`src/rtl/bist_pkg.sv`:
```
// Shared types and helpers for the flopr self-test engine: FSM states,
// default feedback polynomials and the Galois shift step used by LFSR and MISR.
package bist_pkg;

   typedef enum logic [1:0] {
      IDLE  = 2'd0,
      RUN   = 2'd1,
      DRAIN = 2'd2,
      DONE  = 2'd3
   } state_t;

   localparam int unsigned ERR_W  = 16;
   localparam logic [63:0] POLY64 = 64'hD800_0000_0000_0000;

   // Default polynomial per register width; unlisted widths fall back to x^n+1.
   function automatic logic [63:0] poly_for(input int unsigned n);
      logic [63:0] p;
      p = 64'h1;
      case (n)
         8:       p = 64'h0000_0000_0000_00B8;
         16:      p = 64'h0000_0000_0000_B400;
         32:      p = 64'h0000_0000_A300_0000;
         64:      p = POLY64;
         default: p = 64'h1;
      endcase
      return p;
   endfunction

   // One Galois step on the low n bits of v: shift left, fold msb back through poly.
   function automatic logic [63:0] lfsr_next(input logic [63:0] v,
                                             input logic [63:0] poly,
                                             input int unsigned n);
      logic [63:0] mask;
      logic [63:0] r;
      mask = (n >= 64) ? '1 : ((64'd1 << n) - 64'd1);
      r    = (v << 1) & mask;
      if (v[6'(n - 1)]) begin
         r = r ^ (poly & mask);
      end
      return r;
   endfunction

endpackage

```
`src/rtl/galois_shift.sv`:
```
// Combinational Galois shift step with an extra XOR input; add_i is zero for
// a plain LFSR and carries the observed response when used as a MISR.
module galois_shift
   import bist_pkg::*;
#(
   parameter int unsigned     N    = 64,
   parameter logic [N-1:0]    POLY = N'(poly_for(N))
) (
   input  logic [N-1:0] v_i,
   input  logic [N-1:0] add_i,
   output logic [N-1:0] nxt_c
);

   assign nxt_c = N'(lfsr_next(64'(v_i), 64'(POLY), N)) ^ add_i;

endmodule

```
`src/rtl/flopr_bist.sv`:
```
// Self-test engine for the datapath reset register: drives LFSR patterns with
// periodic resets, checks q against a one-register model and compacts q in a MISR.
module flopr_bist
   import bist_pkg::*;
#(
   parameter int unsigned  N         = 64,
   parameter int unsigned  CNT_TESTS = 1000,
   parameter logic [N-1:0] SEED      = N'(1),
   parameter logic [N-1:0] POLY      = N'(poly_for(N))
) (
   input  logic             clk,
   input  logic             reset,
   input  logic             start,
   input  logic [N-1:0]     golden,
   output logic             dut_reset,
   output logic [N-1:0]     dut_d,
   input  logic [N-1:0]     dut_q,
   output logic             busy,
   output logic             done,
   output logic             pass,
   output logic [ERR_W-1:0] err_cnt,
   output logic [N-1:0]     signature
);

   localparam int unsigned      CNT_W    = (CNT_TESTS > 1) ? $clog2(CNT_TESTS) : 1;
   localparam int unsigned      IDX_W    = (CNT_W < 4) ? 4 : CNT_W;
   localparam logic [IDX_W-1:0] LAST_IDX = IDX_W'(CNT_TESTS - 1);
   localparam logic [N-1:0]     SEED_EFF = (SEED == '0) ? N'(1) : SEED;
   localparam logic [ERR_W-1:0] ERR_MAX  = '1;

   state_t             state_q,     state_d;
   logic [IDX_W-1:0]   idx_q,       idx_d;
   logic [N-1:0]       lfsr_q,      lfsr_d;
   logic               dut_reset_q, dut_reset_d;
   logic [N-1:0]       dut_d_q,     dut_d_d;
   logic [N-1:0]       exp_q,       exp_d;
   logic               chk_vld_q,   chk_vld_d;
   logic [ERR_W-1:0]   err_q,       err_d;
   logic [N-1:0]       sig_q,       sig_d;
   logic               busy_q,      busy_d;
   logic               done_q,      done_d;
   logic               pass_q,      pass_d;
   logic [N-1:0]       lfsr_nxt_c;
   logic [N-1:0]       sig_nxt_c;

   galois_shift #(.N(N), .POLY(POLY)) u_lfsr (
      .v_i   (lfsr_q),
      .add_i ('0),
      .nxt_c (lfsr_nxt_c)
   );

   galois_shift #(.N(N), .POLY(POLY)) u_misr (
      .v_i   (sig_q),
      .add_i (dut_q),
      .nxt_c (sig_nxt_c)
   );

   always_comb begin
      state_d     = state_q;
      idx_d       = idx_q;
      lfsr_d      = lfsr_q;
      dut_reset_d = 1'b1;
      dut_d_d     = '0;
      chk_vld_d   = (state_q == RUN);
      exp_d       = exp_q;
      err_d       = err_q;
      sig_d       = sig_q;
      pass_d      = pass_q;

      // Model of the register under test for the pattern currently on the pins.
      if (state_q == RUN) begin
         exp_d = dut_reset_q ? '0 : dut_d_q;
      end

      // X on dut_q must count as a mismatch, hence the case-inequality.
      if (chk_vld_q) begin
         if ((dut_q !== exp_q) && (err_q != ERR_MAX)) begin
            err_d = err_q + ERR_W'(1);
         end
         sig_d = sig_nxt_c;
      end

      case (state_q)
         IDLE, DONE: begin
            if (start) begin
               state_d     = RUN;
               idx_d       = '0;
               lfsr_d      = SEED_EFF;
               dut_d_d     = SEED_EFF;
               dut_reset_d = 1'b1;
               err_d       = '0;
               sig_d       = '0;
               pass_d      = 1'b0;
            end
         end
         RUN: begin
            if (idx_q == LAST_IDX) begin
               state_d = DRAIN;
            end else begin
               idx_d       = idx_q + IDX_W'(1);
               lfsr_d      = lfsr_nxt_c;
               dut_d_d     = lfsr_nxt_c;
               dut_reset_d = (idx_d[3:0] == 4'hF);
            end
         end
         DRAIN: begin
            state_d = DONE;
            pass_d  = (err_d == '0) && (sig_d == golden);
         end
         default: state_d = IDLE;
      endcase

      busy_d = (state_d == RUN) || (state_d == DRAIN);
      done_d = (state_d == DONE);
   end

   always_ff @(posedge clk) begin
      if (!reset) begin
         state_q     <= IDLE;
         idx_q       <= '0;
         lfsr_q      <= SEED_EFF;
         dut_reset_q <= 1'b1;
         dut_d_q     <= '0;
         exp_q       <= '0;
         chk_vld_q   <= 1'b0;
         err_q       <= '0;
         sig_q       <= '0;
         busy_q      <= 1'b0;
         done_q      <= 1'b0;
         pass_q      <= 1'b0;
      end else begin
         state_q     <= state_d;
         idx_q       <= idx_d;
         lfsr_q      <= lfsr_d;
         dut_reset_q <= dut_reset_d;
         dut_d_q     <= dut_d_d;
         exp_q       <= exp_d;
         chk_vld_q   <= chk_vld_d;
         err_q       <= err_d;
         sig_q       <= sig_d;
         busy_q      <= busy_d;
         done_q      <= done_d;
         pass_q      <= pass_d;
      end
   end

   assign dut_reset = dut_reset_q;
   assign dut_d     = dut_d_q;
   assign busy      = busy_q;
   assign done      = done_q;
   assign pass      = pass_q;
   assign err_cnt   = err_q;
   assign signature = sig_q;

endmodule

```
`config.mk`:
```
export PLATFORM = sky130hd
export DESIGN_NAME = flopr_bist
export DESIGN_NICKNAME = d
export VERILOG_FILES = /design/src/rtl/bist_pkg.sv /design/src/rtl/galois_shift.sv /design/src/rtl/flopr_bist.sv
export SDC_FILE = /design/constraint.sdc
export NUM_CORES = 1
export LEC_CHECK = 0
export CORE_AREA = 2 2 158 160
export CTS_CLUSTER_DIAMETER = 50
export CTS_CLUSTER_SIZE = 20
export DETAILED_ROUTE_END_ITERATION = 8
export DIE_AREA = 0 0 160 162
export PLACE_DENSITY = 0.93
export REMOVE_ABC_BUFFERS = 1
export SLEW_MARGIN = 0
export SYNTH_ARGS = -nofsm -noshare
export SYNTH_HDL_FRONTEND = slang
export SYNTH_SLANG_ARGS = --single-unit
```
`constraint.sdc`:
```
create_clock -name clk -period 5.6 [get_ports clk]
set_input_delay 1.12 -clock clk [delete_from_list [all_inputs] [get_ports clk]]
set_output_delay 1.12 -clock clk [all_outputs]
set_load 0.01 [all_outputs]
```
==> results.md <==
Status:
- The flow ran to the end, and the final reports show no timing, DRC or antenna violations.

Finish:
- For this run, the post-layout net count is 1,860.
- The final instance area is 17,300 um^2.
- In the final layout, flip-flops and latches occupy 5790 um^2.
- Cells with a size suffix above 1 make up 4.47% of the layout.
- The library cell used most frequently in the layout, excluding fill and tap cells, is dfxtp_1.
- The area overhead of the layout relative to synthesis is 30.2%.
- The number of filler instances in the final layout is 1,791.
- The library cells used most frequently in the layout, excluding fill and tap cells, are dfxtp_1 (288), clkdlybuf4s50_1 (277), xnor2_1 (154).
- Once layout is complete, the cells apart from fillers number 2,073.
- In the final layout, the multi-input gates occupy 7160 um^2.

Setup path:
- The kind of end point of the critical path is a register.
- The nature of the critical path startpoint is a primary input.
- At the worst endpoint, the arrival time is 4.46 ns.
- The worst reg2reg path startpoint is chk_vld_q.
- Along the worst path, the maximum fanout reaches 10.
- The worst endpoint required time is 6.07 ns.
- For this run, the slowest stage of the critical path takes 0.68 ns.
- The startpoint of the most critical setup path is dut_q[45].
- The critical path's top delay family is simple AND/OR/NAND/NOR gates.
- The critical path goes through clkdlybuf4s50_1 -> xor2_1 -> nor4_1 -> nand4_1 -> nor4_4 -> nor4_1 -> mux2i_1 -> or4_1 -> o31ai_1.
- The count of cells along the worst register-to-register path is 8.
- The cell that appears most often on the critical path is nor4_1.
- In this run the critical register-to-register path is captured at pass.
- Counting both buffers and inverters, the worst setup path holds a total of 1.
- The standard cell with the maximum stage delay on the critical path is nor4_1.
- The critical setup path kind is in2reg.
- The worst setup slack for register-to-register paths is 2.18 ns.
- The critical path ends at pass.
- The count of cell instances traversed by the critical path is 9.

Power and ir drop:
- The power per standard cell area is 295 nW/um^2.
- IR analysis of the VDD net gives a maximum drop of 0.310 mV.
- In this run the static leakage power is 6.06 nW.

Synthesis:
- Synthesis inferred 289 register bits.
- The portion of the post-synthesis area used by sequential elements is 43.5%.
- The fraction of registers with async set or reset after synthesis is 0%.
- The main flop type after synthesis is dfxtp_1.
- Counting every instance in the synthesized netlist gives 1,490.
- The mean instance size in the synthesized netlist is 8.93 um^2.
- The netlist area before placement is 13,300 um^2.
- The synthesized design contains 0 enable-type register cells.
- Counting distinct cell types in the post-synthesis netlist gives 53.
- The count of warnings emitted by yosys is 0.

Drt:
- After detailed routing, the number of remaining DRC violations is 0.
- The number of violations reported at the end of detailed-routing iteration 0 is 1,339.
- The remaining number of nets flagged by the antenna check after routing is 0.
- The routed length per instance is 21.5 um.
- The final layout contains routed wiring with a total length of 44,500 um.
- The detail-routed via count per cell is 5.68.
- The number of optimization iterations in the first detailed-route pass is 6.
- The vias after detailed routing is 11,800.

Flow run:
- The number of max-cap violations is 0.

Timing:
- The post-route minimum period is 3.98 ns.
- The maximum frequency from static timing analysis is 0.251 GHz.
- The hold violation total from the final report is 0.
- The transition at the pin with the smallest max-transition slack is 1.15 ns.
- The number of setup violations in the final report is 0.
- Hold is met by 0.475 ns.
- The final sum of negative setup slack is 0 ns.
- Setup repair after global routing left no endpoint under its margin.
- The post-route clock period utilization is 71.2%.
- The max-slew headroom at the worst pin is 22.9%.
- The setup clock skew after layout is 0.0279 ns.
- The final number of max-transition violations is 0.

Clocking:
- The later pin in the worst-skew pair is clocked with a latency of 0.57 ns.
- Clock tree synthesis found a total of 289 sinks.
- The number of buffers created by CTS is 30.
- The root buffer selected by CTS is clkbuf_16.
- The number of levels the H-tree was split into is 1.
- After clock tree synthesis, the clock-pin slew on the worst setup and hold paths is 0.07 ns.
- After clock tree synthesis, the repair step resized 0 gates.
- Post-CTS timing repair inserted 0 buffers for setup.
- The number of buffers added to fix hold violations after cts is 0.
- In this run the deepest clock path goes through 3 buffers.
- The TritonCTS clock tree is built.

Global route:
- Entering global routing, the biggest net connects 89 pins.
- The total global routing track utilization is 33.1%.
- For this run the aggregate overflow at the end of global routing stands at 0.
- The first-pass GRT wire length is 66,800 um.
- The initial antenna violation count is 7.
- The number of global-route vias before repair is 11,300.

Floorplanning:
- For this configuration, the core starts out at a cell density of 55.2%.
- The die covers 25,900 um^2.
- In this run the standard cell core region covers 24,100 um^2.
- The standard-cell row count is 57.
- Measured along the y axis, the die boundary spans 162 um.
- The width of the chip is 160 um.
- The I/O pin total is 279.

Worst hold path:
- The worst hold path begins at lfsr_q[39].
- The class of the most critical hold timing path is reg2reg.

Placement:
- Detailed placement finished with a half-perimeter wire length of 32,900 um.
- After detailed placement, the total cell area comes to 16,300 um^2.
- Port buffering added 278 buffers.
- Once placement completed, the tool counted placed cells totaling 2,014.
- The congestion estimate from routability-driven global placement came to 0.977.
[synthesized netlist by cell type, drive strengths merged (2+ instances only)]
cell type  number  area [um^2]
and2           70          438
xnor2         154         1350
o21ai          21          105
a221oi          2         17.5
nor2           99          372
mux2i          10          100
dfxtp         289         5790
nor4b           3         26.3
o221ai          3         26.3
nand2b          7         43.8
clkbuf         60          225
nor3           11         55.1
nor2b         141          882
nand3          76          385
nor4           30          203
inv            17         63.8
or3             3         18.8
o2111ai         3         26.3
a21oi          81          405
or4             3         23.8
nand2          93          349
a22oi           3         22.5
a31oi           2         12.5
o211ai          2         15.0
a211oi         52          390
o22ai           5         31.3
ha              7         87.6
o31ai           3         27.5
nand4          20          125
nor3b           2         15.0
and3            8         50.1
a21boi         65          488
a21o            2         15.0
buf            28          114
xor2          104          911
[state kept, by name (all words and copies together) (netlist names)]
name       count
busy           1
chk_vld_q      1
done           1
dut_d         64
dut_reset      1
err_cnt       16
exp_q         64
idx_q         10
lfsr_q        64
pass           1
signature     64
state_q        2
[power breakdown]
part           leakage (nW)  internal (mW)  switching (mW)
logic                  3.22          0.339           0.499
clock network         0.508           1.16           0.935
registers              2.33           2.10          0.0812
[layout make-up]
class | instances | area share (%)
diodes | 5 | 0.0722
clock buffers | 33 | 4.57
clock inverters | 21 | 1.47
inverters | 17 | 0.368
multi-input cells | 1096 | 41.3
flip-flops and latches | 289 | 33.4
well taps | 324 | 2.34
repair buffers | 288 | 16.5
[logic make-up (layout without fill, tap and decap cells)]
group	after synthesis	in the layout	share of synthesized area [%]
DFF	289	289	43.5
AOI/OAI and AO/OA	251	251	12.4
adders and majority gates	7	7	0.658
buffers and inverters	105	359	3.03
other	0	5	0
muxes	11	11	0.837
and+or+nand+nor	569	569	22.6
xor gates and xnor gates	258	258	17.0
[worst min path at each step]
stage | to | slack, ns | depth (start not counted)
final | lfsr_q[39] | 0.47 | 2
after global routing | lfsr_q[55] | 0.49 | 2
after CTS | lfsr_q[39] | 0.48 | 2
after detailed placement | lfsr_q[0] | 0.47 | 1
after global placement | lfsr_q[39] | 0.46 | 2
after floorplan | lfsr_q[0] | 0.44 | 1
[metrics by stage]
step	setup WS [ns]	power, mW	utilization, %
finish	1.62	5.11	71.9
global route	1.43	5.25	71.9
floorplan	-0.791	2.64	-
CTS	1.63	5.10	71.8
detailed placement	1.04	3.04	67.5
global placement	1.10	3.03	67.5
[worst register-to-register path, cell delays in order, from the launching register on]
cell and delay [ns]:
dfxtp_4 0.83, buf_4 0.81, o21ai_0 0.22, nand2_1 0.14, nand4_1 0.09, or4_1 0.41, nor4_1 0.38, o2111ai_1 0.20
o31ai_1 0.24
[routing by layer]
metal  GRT usage, %  wire length [um]  vias to the layer above
met1           42.7             17600                     5531
li1               -                 -                     5502
met4           14.4              2140                        2
met5              0                16                        -
met2           54.4             20700                      610
met3           6.51              4090                      122
Power figures use the tool's default switching activity.
